==> config.mk <==
export PLATFORM = sky130hd
export DESIGN_NAME = lcd_write_ctrl
export DESIGN_NICKNAME = d
export VERILOG_FILES = /design/src/rtl/lcd_pkg.sv /design/src/rtl/lcd_bus_cycle.sv /design/src/rtl/lcd_write_ctrl.sv
export SDC_FILE = /design/constraint.sdc
export NUM_CORES = 1
export LEC_CHECK = 0
export CAP_MARGIN = 20
export CORE_ASPECT_RATIO = 1.4
export CORE_UTILIZATION = 28
export CTS_BUF_LIST = sky130_fd_sc_hd__clkbuf_4
export DETAILED_ROUTE_END_ITERATION = 7
export HOLD_SLACK_MARGIN = 0.02
export SLEW_MARGIN = 20
export SYNTH_ARGS = -nofsm -noshare
export SYNTH_HDL_FRONTEND = slang
export SYNTH_SLANG_ARGS = --single-unit
==> constraint.sdc <==
create_clock -name Clk -period 3.1 [get_ports Clk]
set_clock_uncertainty 0.2 [all_clocks]
set_input_delay 0.62 -clock Clk [delete_from_list [all_inputs] [get_ports Clk]]
set_output_delay 0.62 -clock Clk [all_outputs]
set_load 0.05 [all_outputs]
==> src/rtl/lcd_pkg.sv <==
// Shared constants for the HD44780 8-bit write controller.
// Command bytes, main/bus FSM encodings and a command lookup helper.
package lcd_pkg;

    localparam logic [7:0] FUNC_SET  = 8'h38;
    localparam logic [7:0] DISP_ON   = 8'h0C;
    localparam logic [7:0] CLEAR     = 8'h01;
    localparam logic [7:0] ENTRY     = 8'h06;
    localparam logic [7:0] LINE2     = 8'hC0;
    localparam logic [7:0] HOME_ADDR = 8'h80;

    localparam logic [3:0] S_PWR_WAIT = 4'd0;
    localparam logic [3:0] S_FS1      = 4'd1;
    localparam logic [3:0] S_FS2      = 4'd2;
    localparam logic [3:0] S_FS3      = 4'd3;
    localparam logic [3:0] S_DISP     = 4'd4;
    localparam logic [3:0] S_CLR      = 4'd5;
    localparam logic [3:0] S_ENTRY    = 4'd6;
    localparam logic [3:0] S_READY    = 4'd7;
    localparam logic [3:0] S_WR_LINE2 = 4'd8;
    localparam logic [3:0] S_WR_DATA  = 4'd9;
    localparam logic [3:0] S_WR_HOME  = 4'd10;
    localparam logic [3:0] S_ACK      = 4'd11;
    localparam logic [3:0] S_GAP      = 4'd12;

    localparam logic [2:0] B_PWR_LOAD = 3'd0;
    localparam logic [2:0] B_PWRUP    = 3'd1;
    localparam logic [2:0] B_IDLE     = 3'd2;
    localparam logic [2:0] B_SETUP    = 3'd3;
    localparam logic [2:0] B_ENABLE   = 3'd4;
    localparam logic [2:0] B_HOLD     = 3'd5;

    function automatic logic is_write(input logic [3:0] s);
        is_write = (s >= S_FS1 && s <= S_ENTRY) ||
                   (s >= S_WR_LINE2 && s <= S_WR_HOME);
    endfunction

    function automatic logic [7:0] cmd_of(input logic [3:0] s);
        case (s)
            S_FS1, S_FS2, S_FS3: cmd_of = FUNC_SET;
            S_DISP:              cmd_of = DISP_ON;
            S_CLR:               cmd_of = CLEAR;
            S_ENTRY:             cmd_of = ENTRY;
            S_WR_LINE2:          cmd_of = LINE2;
            S_WR_HOME:           cmd_of = HOME_ADDR;
            default:             cmd_of = 8'h00;
        endcase
    endfunction

endpackage

==> src/rtl/lcd_bus_cycle.sv <==
// One HD44780 bus write: SETUP -> ENABLE -> HOLD, plus the power-up wait.
// Owns the shared down-counter; done pulses on the last cycle of a wait.
module lcd_bus_cycle #(
    parameter int CNT_W       = 20,
    parameter int T_PWRUP_CYC = 750000,
    parameter int T_SETUP_CYC = 2,
    parameter int T_E_CYC     = 12,
    parameter int T_CMD_CYC   = 2500,
    parameter int T_CLR_CYC   = 100000
) (
    input  logic       Clk,
    input  logic       Reset,
    input  logic       start,
    input  logic       rs,
    input  logic [7:0] data,
    input  logic       long_wait,
    output logic       LCD_RS,
    output logic       LCD_E,
    output logic [7:0] LCD_DB,
    output logic       done,
    output logic       idle
);
    import lcd_pkg::*;

    logic [2:0]       st;
    logic [CNT_W-1:0] cnt;
    logic             rs_q;
    logic [7:0]       db_q;
    logic             long_q;
    logic             cnt_zero;

    assign cnt_zero = (cnt == '0);
    assign done     = cnt_zero && (st == B_PWRUP || st == B_HOLD);
    assign idle     = (st == B_IDLE);
    assign LCD_E    = (st == B_ENABLE);
    assign LCD_RS   = rs_q;
    assign LCD_DB   = db_q;

    // Phase sequencing; RS/DB latched at start and held through HOLD.
    always_ff @(posedge Clk or negedge Reset) begin
        if (!Reset) begin
            st     <= B_PWR_LOAD;
            cnt    <= '0;
            rs_q   <= 1'b0;
            db_q   <= 8'h00;
            long_q <= 1'b0;
        end else begin
            case (st)
                B_PWR_LOAD: begin
                    cnt <= CNT_W'(T_PWRUP_CYC - 2);
                    st  <= B_PWRUP;
                end
                B_PWRUP: begin
                    if (cnt_zero) st <= B_IDLE;
                    else          cnt <= cnt - 1'b1;
                end
                B_IDLE: begin
                    if (start) begin
                        rs_q   <= rs;
                        db_q   <= data;
                        long_q <= long_wait;
                        cnt    <= CNT_W'(T_SETUP_CYC - 1);
                        st     <= B_SETUP;
                    end
                end
                B_SETUP: begin
                    if (cnt_zero) begin
                        cnt <= CNT_W'(T_E_CYC - 1);
                        st  <= B_ENABLE;
                    end else begin
                        cnt <= cnt - 1'b1;
                    end
                end
                B_ENABLE: begin
                    if (cnt_zero) begin
                        cnt <= long_q ? CNT_W'(T_CLR_CYC - 1)
                                      : CNT_W'(T_CMD_CYC - 1);
                        st  <= B_HOLD;
                    end else begin
                        cnt <= cnt - 1'b1;
                    end
                end
                B_HOLD: begin
                    if (cnt_zero) begin
                        rs_q <= 1'b0;
                        db_q <= 8'h00;
                        st   <= B_IDLE;
                    end else begin
                        cnt <= cnt - 1'b1;
                    end
                end
                default: st <= B_IDLE;
            endcase
        end
    end

endmodule

==> src/rtl/lcd_write_ctrl.sv <==
// HD44780 write controller: power-up init, then char/line-2 writes.
// Optional LCD_FRAME_HOME_EN: WrittenLCD rising issues a home (0x80) command.
module lcd_write_ctrl #(
    parameter int CNT_W       = 20,
    parameter int T_PWRUP_CYC = 750000,
    parameter int T_SETUP_CYC = 2,
    parameter int T_E_CYC     = 12,
    parameter int T_CMD_CYC   = 2500,
    parameter int T_CLR_CYC   = 100000
) (
    input  logic       Clk,
    input  logic       Reset,
    input  logic [7:0] DatoLCD,
    input  logic       Lista,
    input  logic       Linea2,
    input  logic       WrittenLCD,
    output logic       Cuenta,
    output logic       InitDone,
    output logic       LCD_RS,
    output logic       LCD_RW,
    output logic       LCD_E,
    output logic [7:0] LCD_DB
);
    import lcd_pkg::*;

    logic [3:0] state;
    logic [7:0] data_q;
    logic       init_q;
    logic       bus_start;
    logic       bus_rs;
    logic [7:0] bus_data;
    logic       bus_long;
    logic       bus_done;
    logic       bus_idle;
    logic       home_req;

    assign bus_start = is_write(state) && bus_idle;
    assign bus_rs    = (state == S_WR_DATA);
    assign bus_data  = bus_rs ? data_q : cmd_of(state);
    assign bus_long  = (state == S_CLR);
    assign Cuenta    = (state == S_ACK);
    assign InitDone  = init_q;
    assign LCD_RW    = 1'b0;

`ifdef LCD_FRAME_HOME_EN
    logic home_armed;

    assign home_req = home_armed && WrittenLCD;

    // One home command per WrittenLCD high period.
    always_ff @(posedge Clk or negedge Reset) begin
        if (!Reset)
            home_armed <= 1'b1;
        else if (!WrittenLCD)
            home_armed <= 1'b1;
        else if (state == S_READY)
            home_armed <= 1'b0;
    end
`else
    logic unused_written;

    assign home_req       = 1'b0;
    assign unused_written = WrittenLCD;
`endif

    // Main sequencer: init chain, request arbitration, ack and gap.
    always_ff @(posedge Clk or negedge Reset) begin
        if (!Reset) begin
            state  <= S_PWR_WAIT;
            data_q <= 8'h00;
            init_q <= 1'b0;
        end else begin
            case (state)
                S_PWR_WAIT: if (bus_done) state <= S_FS1;
                S_FS1:      if (bus_done) state <= S_FS2;
                S_FS2:      if (bus_done) state <= S_FS3;
                S_FS3:      if (bus_done) state <= S_DISP;
                S_DISP:     if (bus_done) state <= S_CLR;
                S_CLR:      if (bus_done) state <= S_ENTRY;
                S_ENTRY: begin
                    if (bus_done) begin
                        state  <= S_READY;
                        init_q <= 1'b1;
                    end
                end
                S_READY: begin
                    if (home_req) begin
                        state <= S_WR_HOME;
                    end else if (Linea2) begin
                        state <= S_WR_LINE2;
                    end else if (Lista) begin
                        state  <= S_WR_DATA;
                        data_q <= DatoLCD;
                    end
                end
                S_WR_LINE2: if (bus_done) state <= S_ACK;
                S_WR_DATA:  if (bus_done) state <= S_ACK;
                S_WR_HOME:  if (bus_done) state <= S_GAP;
                S_ACK:      state <= S_GAP;
                S_GAP:      state <= S_READY;
                default:    state <= S_PWR_WAIT;
            endcase
        end
    end

    lcd_bus_cycle #(
        .CNT_W      (CNT_W),
        .T_PWRUP_CYC(T_PWRUP_CYC),
        .T_SETUP_CYC(T_SETUP_CYC),
        .T_E_CYC    (T_E_CYC),
        .T_CMD_CYC  (T_CMD_CYC),
        .T_CLR_CYC  (T_CLR_CYC)
    ) u_bus (
        .Clk      (Clk),
        .Reset    (Reset),
        .start    (bus_start),
        .rs       (bus_rs),
        .data     (bus_data),
        .long_wait(bus_long),
        .LCD_RS   (LCD_RS),
        .LCD_E    (LCD_E),
        .LCD_DB   (LCD_DB),
        .done     (bus_done),
        .idle     (bus_idle)
    );

endmodule

==> summary.txt <==
outcome: completed
FMAX: 0.350 GHz
critical path fanouts, max: 3
post-CTS sizing: 0
Yosys cell types: 63
Post-Syn Area: 0.00278 mm2
Crit Path Category: reg -> out
critical path data arrival time: 2.04 ns
Congestion Overflow GR: 0
area grow syn2layout: 16.4%
Synth Warn #: 0
Port Buffer Count: 23
standard-cell rows: 42
Post-Synthesis Cells: 309
final wirelength: 6910 um
number of fill cells: 1,036
CTS buffer count: 5
fraction of layout instances using a drive strength above 1: 12.8%
final cell count without fillers: 468
Worst Setup End Kind: primary output
violation count after the first detailed-routing iteration: 174
initial antenna violation count: 0
Final Hold Viols: 0
setup repair bufs after CTS: 0
max-slew violation count: 0
GRT Overall Usage: 14.4%
Hold Buf Count CTS: 0
VDD IR-drop max: 0.000157 V
antenna cell count: 0
Worst-Skew Late Latency: 0.37 ns
# nets final: 352
GP Congestion: 0.817
CP Data Required Time: 2.28 ns
Tmin final: 2.86 ns
vias in the first global route: 2,426
die width: 86.2 um
Synthesized Nets: 326
DR pass1 iterations: 5
H-tree lvl count: 2
main flop type after synthesis: dfrtp_1
Avg Vias per Cell: 5.13
via count: 2,402
Die H: 120 um
worst relative slew slack: 59.7%
Critical Path Source Type: flop
Critical-path top delay cell: clkdlybuf4s50_1
routed len/inst: 14.8 um
Yosys reg bits: 46
Final period util: 92.2%
sequential area share after synthesis: 41.5%
Worst Hold Class: in -> async
io pins: 26
Final HPWL DP: 4980 um
max-cap violation count: 0
async set or reset register ratio after synthesis: 100%
DRC viols: 0
Initial Utilization: 29.0%
number of synthesized flops with an enable pin: 0
DRT antenna net count: 0
standby leakage power: 1.27 nW
Avg Cell Area, Syn: 8.99 um2
pwr dens: 294 mW/mm2
CTS tree: yes
CTS max path bufs: 2
pin count of the biggest net entering global routing: 47
unrepaired setup endpoints after global routing: no
Final Setup Violations: 0
first-pass GRT wire length: 11,800 um
clk root buf: clkbuf_4
CP peak stage delay: 0.87 ns
crit-path cells: nand2b_1, nor2_1, clkdlybuf4s50_1
Core Area: 0.00956 mm2
Hold Slack: 0.109 ns
CTS clk-pin slew, worst paths: 0.15 ns
full die area: 0.0103 mm2
Placed Cells incl. Taps: 460
# clock sinks: 46
Tightest Pin Transition: 0.605 ns
post-layout util: 33.8%
Fin Setup TNS: 0 ns
[worst max-delay path: cells and delay by family, from the launching register on]
| kind | cells | cell delay (ns) |
|---|---|---|
| flip-flops | 1 | 0.40 |
| AND/OR/NAND/NOR | 2 | 0.39 |
| buffers and inverters | 1 | 0.87 |
[sequential cells by signal (all words and copies together), names as in the netlist]
| name | cells |
|---|---|
| InitDone | 1 |
| data_q | 8 |
| state | 4 |
| u_bus.LCD_DB | 8 |
| u_bus.LCD_RS | 1 |
| u_bus.cnt | 20 |
| u_bus.long_q | 1 |
| u_bus.st | 3 |
[through the flow]
stage / worst slack (ns) / total power, mW / instance area, um2
floorplan: 0.705 / 0.625 / 2780
global placement: 0.508 / 0.652 / 3170
detailed placement: 0.475 / 0.653 / 3170
CTS: 0.0517 / 0.972 / 3230
global route: 0.138 / 0.994 / 3230
finish: 0.242 / 0.950 / 3230
[cell usage after synthesis (all sizes together), types with 5 or more instances]
cell type | number | area, um2
nor4 | 7 | 86.3
inv | 14 | 52.6
o21ai | 24 | 120
mux2 | 8 | 90.1
nor2b | 5 | 31.3
a31oi | 6 | 52.6
o211ai | 6 | 45.0
nor3 | 9 | 50.1
clkbuf | 8 | 30.0
nand2b | 6 | 37.5
a21oi | 22 | 114
nand3 | 13 | 77.6
o31ai | 10 | 75.1
buf | 7 | 50.1
dfrtp | 46 | 1150
nor2 | 35 | 134
a21o | 5 | 37.5
nand2 | 22 | 82.6
[logic make-up after synthesis]
group / count (synthesis) / share of synthesized area [%]
AOI/OAI and AO/OA: 100 / 24.3
adders and majority gates: 4 / 1.80
xor gates and xnor gates: 1 / 0.316
DFF: 46 / 41.5
other: 1 / 0.135
muxes: 8 / 3.24
buffers and inverters: 29 / 4.78
and+or+nand+nor: 120 / 24.0
[area by class of cell]
cell class / instances / area [um2] / area share [%]
timing repair buffer: 34 / 310 / 9.60
sequential: 46 / 1150 / 35.6
multi-input combinational: 234 / 1490 / 46.2
inverter: 14 / 52.6 / 1.63
clock inverter: 3 / 23.8 / 0.735
clock buffer: 5 / 37.5 / 1.16
tap: 132 / 165 / 5.11
[routing by layer]
layer	global-route usage [%]	vias to the layer above	share of wire (%)
li1	-	1181	-
met1	16.8	1146	42
met2	25.8	58	52
met3	2.61	17	3.6
met4	5.73	0	2.5
met5	0	-	0
[cells in the final DEF, fill, tap and decap left out, drive strengths merged, types with 5 or more instances in the layout]
| master | synthesis | layout |
|---|---|---|
| nor3 | 9 | 9 |
| dfrtp | 46 | 46 |
| buf | 7 | 12 |
| a21o | 5 | 5 |
| clkbuf | 8 | 5 |
| o31ai | 10 | 10 |
| inv | 14 | 15 |
| o21ai | 24 | 24 |
| a21oi | 22 | 22 |
| o211ai | 6 | 6 |
| nor2 | 35 | 35 |
| clkdlybuf4s50 | 0 | 21 |
| nand2 | 22 | 22 |
| nor2b | 5 | 5 |
| nor4 | 7 | 7 |
| nand3 | 13 | 13 |
| a31oi | 6 | 6 |
| nand2b | 6 | 6 |
| mux2 | 8 | 8 |
[worst paths after layout]
kind                                               start                        end  slack, ns  depth (start not counted)
worst min register to register      InitDone$_DFFE_PN0P_       InitDone$_DFFE_PN0P_       0.27                          1
worst min-delay path                               Reset       state[0]$_DFFE_PN0P_       0.11                          2
max in group asynchronous                          Reset   u_bus.cnt[1]$_DFFE_PN0P_       2.16                          2
worst max-delay path             u_bus.st[1]$_DFFE_PN0P_                      LCD_E       0.24                          3
min in group Clk                    InitDone$_DFFE_PN0P_       InitDone$_DFFE_PN0P_       0.27                          1
worst max register to register  u_bus.cnt[0]$_DFFE_PN0P_  u_bus.cnt[16]$_DFFE_PN0P_       0.44                          9
[power breakdown]
part / internal, mW / total (mW) / switching [mW]
sequential: 0.604 / 0.606 / 0.00189
clock: 0.0911 / 0.310 / 0.219
combinational: 0.0153 / 0.0338 / 0.0185
(Power assumes the default switching activity.)
